**src/rtl/tcn_fifo_drain_decoder.sv**
```systemverilog
`default_nettype none
// ============================================================================
//  Module   : tcn_fifo_drain_decoder
//  Purpose  : Read-side counterpart of the TCN circular-FIFO address encoder.
//             On a start pulse it walks the whole activation ring buffer and
//             streams every word out in logical (oldest-first) order. It undoes
//             the encoder's ring rotation, physical <- logical. It keeps its own
//             copy of the FIFO pointer and advances it from the same
//             update-pulse source as the encoder.
//  Revision : 1.0  initial release
// ----------------------------------------------------------------------------
//  Ports
//    clk                      in   1       clock
//    reset                    in   1       asynchronous reset, active low
//    start                    in   1       one-cycle pulse, begins a drain
//                                          (ignored unless idle)
//    FIFO_TCN_active          in   1       1: undo ring rotation, 0: linear
//    FIFO_TCN_total_blocks    in   ADDR_W  number of blocks in the ring
//    FIFO_TCN_block_size      in   16      words per block
//    FIFO_TCN_update_pointer  in   1       pointer-advance pulse
//    mem_rd_en                out  1       memory read strobe
//    mem_rd_addr              out  ADDR_W  physical read address
//    mem_rd_data              in   DATA_W  read data, valid 1 cycle after strobe
//    out_valid / out_ready    out/in       output stream handshake
//    out_data                 out  DATA_W  drained word
//    out_logical_addr         out  ADDR_W  logical index of out_data
//    out_last                 out  1       final word of the drain
//    busy                     out  1       drain in progress
//    done                     out  1       one-cycle pulse at end of drain
// ============================================================================
module tcn_fifo_drain_decoder #(
  parameter int ADDR_W = 14,
  parameter int DATA_W = 32
) (
  input  logic              clk,
  input  logic              reset,
  input  logic              start,
  input  logic              FIFO_TCN_active,
  input  logic [ADDR_W-1:0] FIFO_TCN_total_blocks,
  input  logic [15:0]       FIFO_TCN_block_size,
  input  logic              FIFO_TCN_update_pointer,
  output logic              mem_rd_en,
  output logic [ADDR_W-1:0] mem_rd_addr,
  input  logic [DATA_W-1:0] mem_rd_data,
  output logic              out_valid,
  input  logic              out_ready,
  output logic [DATA_W-1:0] out_data,
  output logic [ADDR_W-1:0] out_logical_addr,
  output logic              out_last,
  output logic              busy,
  output logic              done
);

  // Words that may be committed (read issued) but not yet accepted: one per
  // output buffer entry.
  localparam logic [1:0] c_MAX_OUTST = 2'd2;
  localparam logic [ADDR_W-1:0] c_ADDR_ZERO = '0;
  localparam logic [ADDR_W-1:0] c_ADDR_ONE  = ADDR_W'(1);

  typedef enum logic [1:0] {
    S_IDLE  = 2'd0,
    S_DRAIN = 2'd1,
    S_FLUSH = 2'd2,
    S_DONE  = 2'd3
  } state_t;

  state_t              r_state;

  // Pointer tracking
  logic                r_upd_q;
  logic [ADDR_W-1:0]   r_ptr;

  // Drain snapshot and walk counters
  logic [ADDR_W-1:0]   r_n;        // ring size in words, frozen at start
  logic [ADDR_W-1:0]   r_addr;     // physical address of the next/current read
  logic [ADDR_W-1:0]   r_log;      // logical index of the next/current read
  logic [ADDR_W-1:0]   r_rem;      // reads still to issue
  logic [1:0]          r_outst;    // reads issued but words not yet accepted
  logic                r_busy;
  logic                r_done;

  // Read in flight: data returns the cycle after the strobe, so the logical
  // tag of that read is carried alongside for one cycle.
  logic                r_cap_vld;
  logic [ADDR_W-1:0]   r_cap_log;
  logic                r_cap_last;

  // Two-entry output buffer
  logic [DATA_W-1:0]   r_buf_data [2];
  logic [ADDR_W-1:0]   r_buf_log  [2];
  logic                r_buf_last [2];
  logic                r_wr_ptr;
  logic                r_rd_ptr;
  logic [1:0]          r_count;

  logic [ADDR_W-1:0]   w_bsize;
  logic [ADDR_W-1:0]   w_n;
  logic [ADDR_W-1:0]   w_cur;
  logic [ADDR_W-1:0]   w_p0;
  logic                w_accept;
  logic [1:0]          w_outst_after;
  logic                w_issue;

  // --------------------------------------------------------------------------
  // Start-time snapshot arithmetic. Everything is modulo 2**ADDR_W, so only
  // the low ADDR_W bits of the block size matter to the products.
  // --------------------------------------------------------------------------
  assign w_bsize = ADDR_W'(FIFO_TCN_block_size);
  assign w_n     = FIFO_TCN_total_blocks * w_bsize;
  assign w_cur   = FIFO_TCN_active ? (r_ptr * w_bsize) : c_ADDR_ZERO;
  // The encoder stores logical L at (L - cur) mod N, so logical 0 lives at N-cur.
  assign w_p0    = (w_cur == c_ADDR_ZERO) ? c_ADDR_ZERO : (w_n - w_cur);

  // --------------------------------------------------------------------------
  // Read credit. A word accepted this cycle frees its credit immediately, which
  // is what lets the stream sustain one word per cycle with only two entries.
  // --------------------------------------------------------------------------
  assign w_accept      = out_valid & out_ready;
  assign w_outst_after = r_outst - {1'b0, w_accept};
  assign w_issue       = (r_state == S_DRAIN) && (r_rem != c_ADDR_ZERO) &&
                         (w_outst_after < c_MAX_OUTST);

  assign mem_rd_en   = w_issue;
  assign mem_rd_addr = r_addr;
  assign busy        = r_busy;
  assign done        = r_done;

  assign out_valid        = (r_count != 2'd0);
  assign out_data         = r_buf_data[r_rd_ptr];
  assign out_logical_addr = r_buf_log[r_rd_ptr];
  assign out_last         = r_buf_last[r_rd_ptr];

  // --------------------------------------------------------------------------
  // FIFO pointer: the update pulse is registered once, then the registered
  // pulse advances the pointer. It runs regardless of drain state; a drain in
  // progress only ever uses its start snapshot.
  // --------------------------------------------------------------------------
  always_ff @(posedge clk or negedge reset) begin
    if (!reset) begin
      r_upd_q <= 1'b0;
      r_ptr   <= '0;
    end else begin
      r_upd_q <= FIFO_TCN_update_pointer;
      if (r_upd_q) begin
        if (r_ptr == FIFO_TCN_total_blocks - c_ADDR_ONE)
          r_ptr <= '0;
        else
          r_ptr <= r_ptr + c_ADDR_ONE;
      end
    end
  end

  // --------------------------------------------------------------------------
  // Drain control FSM
  // --------------------------------------------------------------------------
  always_ff @(posedge clk or negedge reset) begin
    if (!reset) begin
      r_state <= S_IDLE;
      r_n     <= '0;
      r_addr  <= '0;
      r_log   <= '0;
      r_rem   <= '0;
      r_busy  <= 1'b0;
      r_done  <= 1'b0;
    end else begin
      case (r_state)
        S_IDLE: begin
          r_done <= 1'b0;
          if (start) begin
            r_state <= S_DRAIN;
            r_busy  <= 1'b1;
            r_n     <= w_n;
            r_addr  <= w_p0;
            r_log   <= '0;
            r_rem   <= w_n;
          end
        end

        S_DRAIN: begin
          if (r_rem == c_ADDR_ZERO) begin
            // Only reachable with an empty ring: nothing to read or flush.
            r_state <= S_DONE;
            r_busy  <= 1'b0;
            r_done  <= 1'b1;
          end else if (w_issue) begin
            r_addr <= (r_addr == r_n - c_ADDR_ONE) ? c_ADDR_ZERO
                                                   : (r_addr + c_ADDR_ONE);
            r_log  <= r_log + c_ADDR_ONE;
            r_rem  <= r_rem - c_ADDR_ONE;
            if (r_rem == c_ADDR_ONE)
              r_state <= S_FLUSH;
          end
        end

        S_FLUSH: begin
          // r_outst covers both the read in flight and buffered words.
          if (w_outst_after == 2'd0) begin
            r_state <= S_DONE;
            r_busy  <= 1'b0;
            r_done  <= 1'b1;
          end
        end

        S_DONE: begin
          r_done  <= 1'b0;
          r_state <= S_IDLE;
        end

        default: begin
          r_state <= S_IDLE;
          r_busy  <= 1'b0;
          r_done  <= 1'b0;
        end
      endcase
    end
  end

  // --------------------------------------------------------------------------
  // Credit counter and in-flight read tag
  // --------------------------------------------------------------------------
  always_ff @(posedge clk or negedge reset) begin
    if (!reset) begin
      r_outst    <= '0;
      r_cap_vld  <= 1'b0;
      r_cap_log  <= '0;
      r_cap_last <= 1'b0;
    end else begin
      r_outst   <= w_outst_after + {1'b0, w_issue};
      r_cap_vld <= w_issue;
      if (w_issue) begin
        r_cap_log  <= r_log;
        r_cap_last <= (r_log == r_n - c_ADDR_ONE);
      end
    end
  end

  // --------------------------------------------------------------------------
  // Output buffer: push the returning read, pop on handshake. The head entry is
  // only rewritten after it is popped, so out_* hold while stalled.
  // --------------------------------------------------------------------------
  always_ff @(posedge clk or negedge reset) begin
    if (!reset) begin
      for (int i = 0; i < 2; i++) begin
        r_buf_data[i] <= '0;
        r_buf_log[i]  <= '0;
        r_buf_last[i] <= 1'b0;
      end
      r_wr_ptr <= 1'b0;
      r_rd_ptr <= 1'b0;
      r_count  <= '0;
    end else begin
      if (r_cap_vld) begin
        r_buf_data[r_wr_ptr] <= mem_rd_data;
        r_buf_log[r_wr_ptr]  <= r_cap_log;
        r_buf_last[r_wr_ptr] <= r_cap_last;
        r_wr_ptr             <= ~r_wr_ptr;
      end
      if (w_accept)
        r_rd_ptr <= ~r_rd_ptr;
      r_count <= r_count + {1'b0, r_cap_vld} - {1'b0, w_accept};
    end
  end

endmodule
`default_nettype wire

```
**config.mk**
```make
export PLATFORM = sky130hd
export DESIGN_NAME = tcn_fifo_drain_decoder
export DESIGN_NICKNAME = d
export VERILOG_FILES = /design/src/rtl/tcn_fifo_drain_decoder.sv
export SDC_FILE = /design/constraint.sdc
export NUM_CORES = 1
export LEC_CHECK = 0
export CORE_MARGIN = 2
export CORE_UTILIZATION = 60
export DETAILED_ROUTE_END_ITERATION = 7
export PLACE_DENSITY = 0.82
export SETUP_SLACK_MARGIN = 0.02
export SLEW_MARGIN = 40
export SYNTH_ARGS = -nofsm -noshare
export SYNTH_HDL_FRONTEND = slang
export SYNTH_SLANG_ARGS = --single-unit
```
**constraint.sdc**
```tcl
create_clock -name clk -period 10.8 [get_ports clk]
set_input_delay 2.16 -clock clk [delete_from_list [all_inputs] [get_ports clk]]
set_output_delay 2.16 -clock clk [all_outputs]
set_load 0.05 [all_outputs]
```
==> flow_metrics.tcl <==
set metrics [dict create \
    ys_seq_area_frac 0.291 \
    layout.nets 2052 \
    worst_slew_pin_slew_ns 0.800 \
    required_ns 11.10 \
    start_util 0.609 \
    areaGrowthSynthToFinish_pct 13.0 \
    antenna_found_initial 0 \
    die-area_um2 28700 \
    design.core.area_um2 27000 \
    drv_slew 0 \
    yosys_warnings 0 \
    cts_tree "yes" \
    cp.arrival_ns 9.06 \
    gp_congestion 0.889 \
    postRouteAntennaNets 0 \
    io_pins 133 \
    vias 12200 \
    gr-usage-met1 0.332 \
    period_share 0.811 \
    grt_max_degree 134 \
    crit_path_end_kind "flip-flop" \
    clk_latency_ns 0.45 \
    first_global_vias 12800 \
    setup_viol 0 \
    finalCriticalPeriod_ns 8.76 \
    critPathBufInv 8 \
    firstDrtPassIters 5 \
    crit_path_frequent_cell "inv_1" \
    overflow 0 \
    fmax_ghz 0.114 \
    ys_seq_elements 191 \
    max_stage_delay_ns 0.79 \
    die_h_um 169 \
    synth_edf_count 0 \
    synthDistinctLibCells 72 \
    routed_wl_um 37600 \
    grt_pass1_wl_um 63300 \
    max_cap_viol_count 0 \
    critPathTopFamily "adder cells" \
    post-route-drc-count 0 \
    synth_area_um2 16400 \
    final_common_cell "inv_1" \
    hold_buffers 0 \
    cts.clk_slew.worst_paths_ns 0.08 \
    post-cts-setup-buffers 0 \
    syn_nets 1968 \
    synthFlopType "dfrtp_1" \
    diodes 0 \
    timing.final.ws_setup_ns 2.04 \
    cts_sinks 191 \
    fin_skew_ns 0.0124 \
    grt_usage 0.274 \
    setup-tns-final_ns 0 \
    rsz0062_at_grt "no" \
    critPathLaunchType "primary input" \
    portBuffers 130 \
    drt_iter0_drc 765 \
    layout_common_cells "inv_1, dfrtp_1, nand2_1" \
    min_path_type "reg2reg" \
    htreeDepth 4 \
    dpl.hpwl_um 27500 \
    routedWlPerCell_um 17.8 \
    cts-root-buf "clkbuf_16" \
    busiest_layer "met2" \
    die_w_um 169 \
    dp_slack_ns 1.62 \
    critPathSlowestCell "clkdlybuf4s50_1" \
    vias_per_cell 5.77 \
    synth_cells 1677 \
    numCtsBuffers 17 \
    clk_path_buf_depth 2 \
    async_reset_ff_frac 1.00 \
    postSynthAreaPerCell_um2 9.79 \
    slew_headroom 0.465 \
    n_fill_cell 1995 \
    fp-row-count 60 \
    outcome "finished, final reports clean" \
    gr-usage-met3 0.0406 \
    grt_use_met2 0.494 \
    drive_gt1_frac 0.138 \
    final_util 0.688 \
    critical_path_class "in2reg" \
    path_max_fanout 20 \
    r2r_slack_ns 3.95 \
    final_hold_viol_count 0 \
    cts_resized 0 \
]
==> worst reg2reg max path, stage by stage, from the launching register on <==
cell and delay [ns]:
dfrtp_1 0.63, and2_1 0.31, fa_1 0.48, inv_1 0.06, fa_1 0.53, inv_1 0.05, fa_1 0.50, inv_1 0.05
fa_1 0.48, inv_1 0.07, fa_1 0.53, inv_1 0.06, fa_1 0.54, inv_1 0.04, ha_1 0.32, o21ai_0 0.09
o21ai_0 0.14, o21ai_0 0.15, or3_1 0.32, a21boi_0 0.38, inv_1 0.09, ha_1 0.22, a21o_1 0.15, a31oi_1 0.19
xnor2_1 0.18, o221ai_1 0.14
==> final cells by class <==
class	instances	area [um^2]	area share
multi-input combinational	1218	10600	0.572
sequential	191	4780	0.258
timing repair buffer	142	1410	0.0758
inverter	191	717	0.0386
clock buffer	18	439	0.0237
tap	341	427	0.0230
clock inverter	14	164	0.00884
==> state kept, by name, indices dropped and copies added (netlist names), 2 cells and up <==
register     flops
r_buf_data      64
r_buf_log       28
mem_rd_addr     14
r_cap_log       14
r_log           14
r_n             14
r_ptr           14
r_rem           14
r_buf_last       2
r_count          2
r_outst          2
r_state          2
==> cell usage after synthesis (50+ instances only) <==
cell type | number | area, um^2
nor2_1 | 50 | 188
mux2_2 | 165 | 1860
inv_1 | 191 | 717
xnor2_1 | 101 | 885
dfrtp_1 | 191 | 4780
and2_1 | 124 | 776
o21ai_0 | 51 | 255
xor2_1 | 53 | 464
ha_1 | 110 | 1380
fa_1 | 113 | 2260
nand2_1 | 191 | 717
clkbuf_1 | 62 | 233
==> through the flow <==
step           hold slack, ns  area (um^2)  instances
4_1_cts                 0.490        18500       2115
3_5_place_dp            0.475        17900       2083
6_report                0.486        18600       2115
3_3_place_gp            0.451        17900       2083
2_1_floorplan           0.438        16400       1677
5_1_grt                 0.516        18600       2115
==> path summary, 6_finish.rpt <==
kind,start,to,depth (start not counted)
setup / recovery,FIFO_TCN_block_size[4],mem_rd_addr[13]$_DFFE_PN0P_,26
hold reg to reg,r_count[1]$_DFF_PN0_,r_count[1]$_DFF_PN0_,1
min in group asynchronous,reset,r_buf_data[55]$_DFFE_PN0P_,1
setup reg to reg,r_ptr[5]$_DFFE_PN0P_,mem_rd_addr[13]$_DFFE_PN0P_,25
hold / removal,r_count[1]$_DFF_PN0_,r_count[1]$_DFF_PN0_,1
max in group asynchronous,reset,r_n[10]$_DFFE_PN0P_,2
==> cells by family after synthesis <==
family | count (synthesis) | synth area share
adders and majority gates | 223 | 0.222
xor gates and xnor gates | 156 | 0.0845
and+or+nand+nor | 499 | 0.154
muxes | 168 | 0.115
AOI/OAI and AO/OA | 172 | 0.0706
DFF | 191 | 0.291
buffers and inverters | 268 | 0.0637
==> layer usage <==
metal | vias up | share of wire
li1 | 5671 | -
met3 | 81 | 0.049
met4 | 0 | 0.030
met5 | - | 0
met1 | 6076 | 0.41
met2 | 386 | 0.51
Power is left out: the tool's default activity adds up to more than one toggle a clock period on the data nets, which glitch-free logic cannot reach.
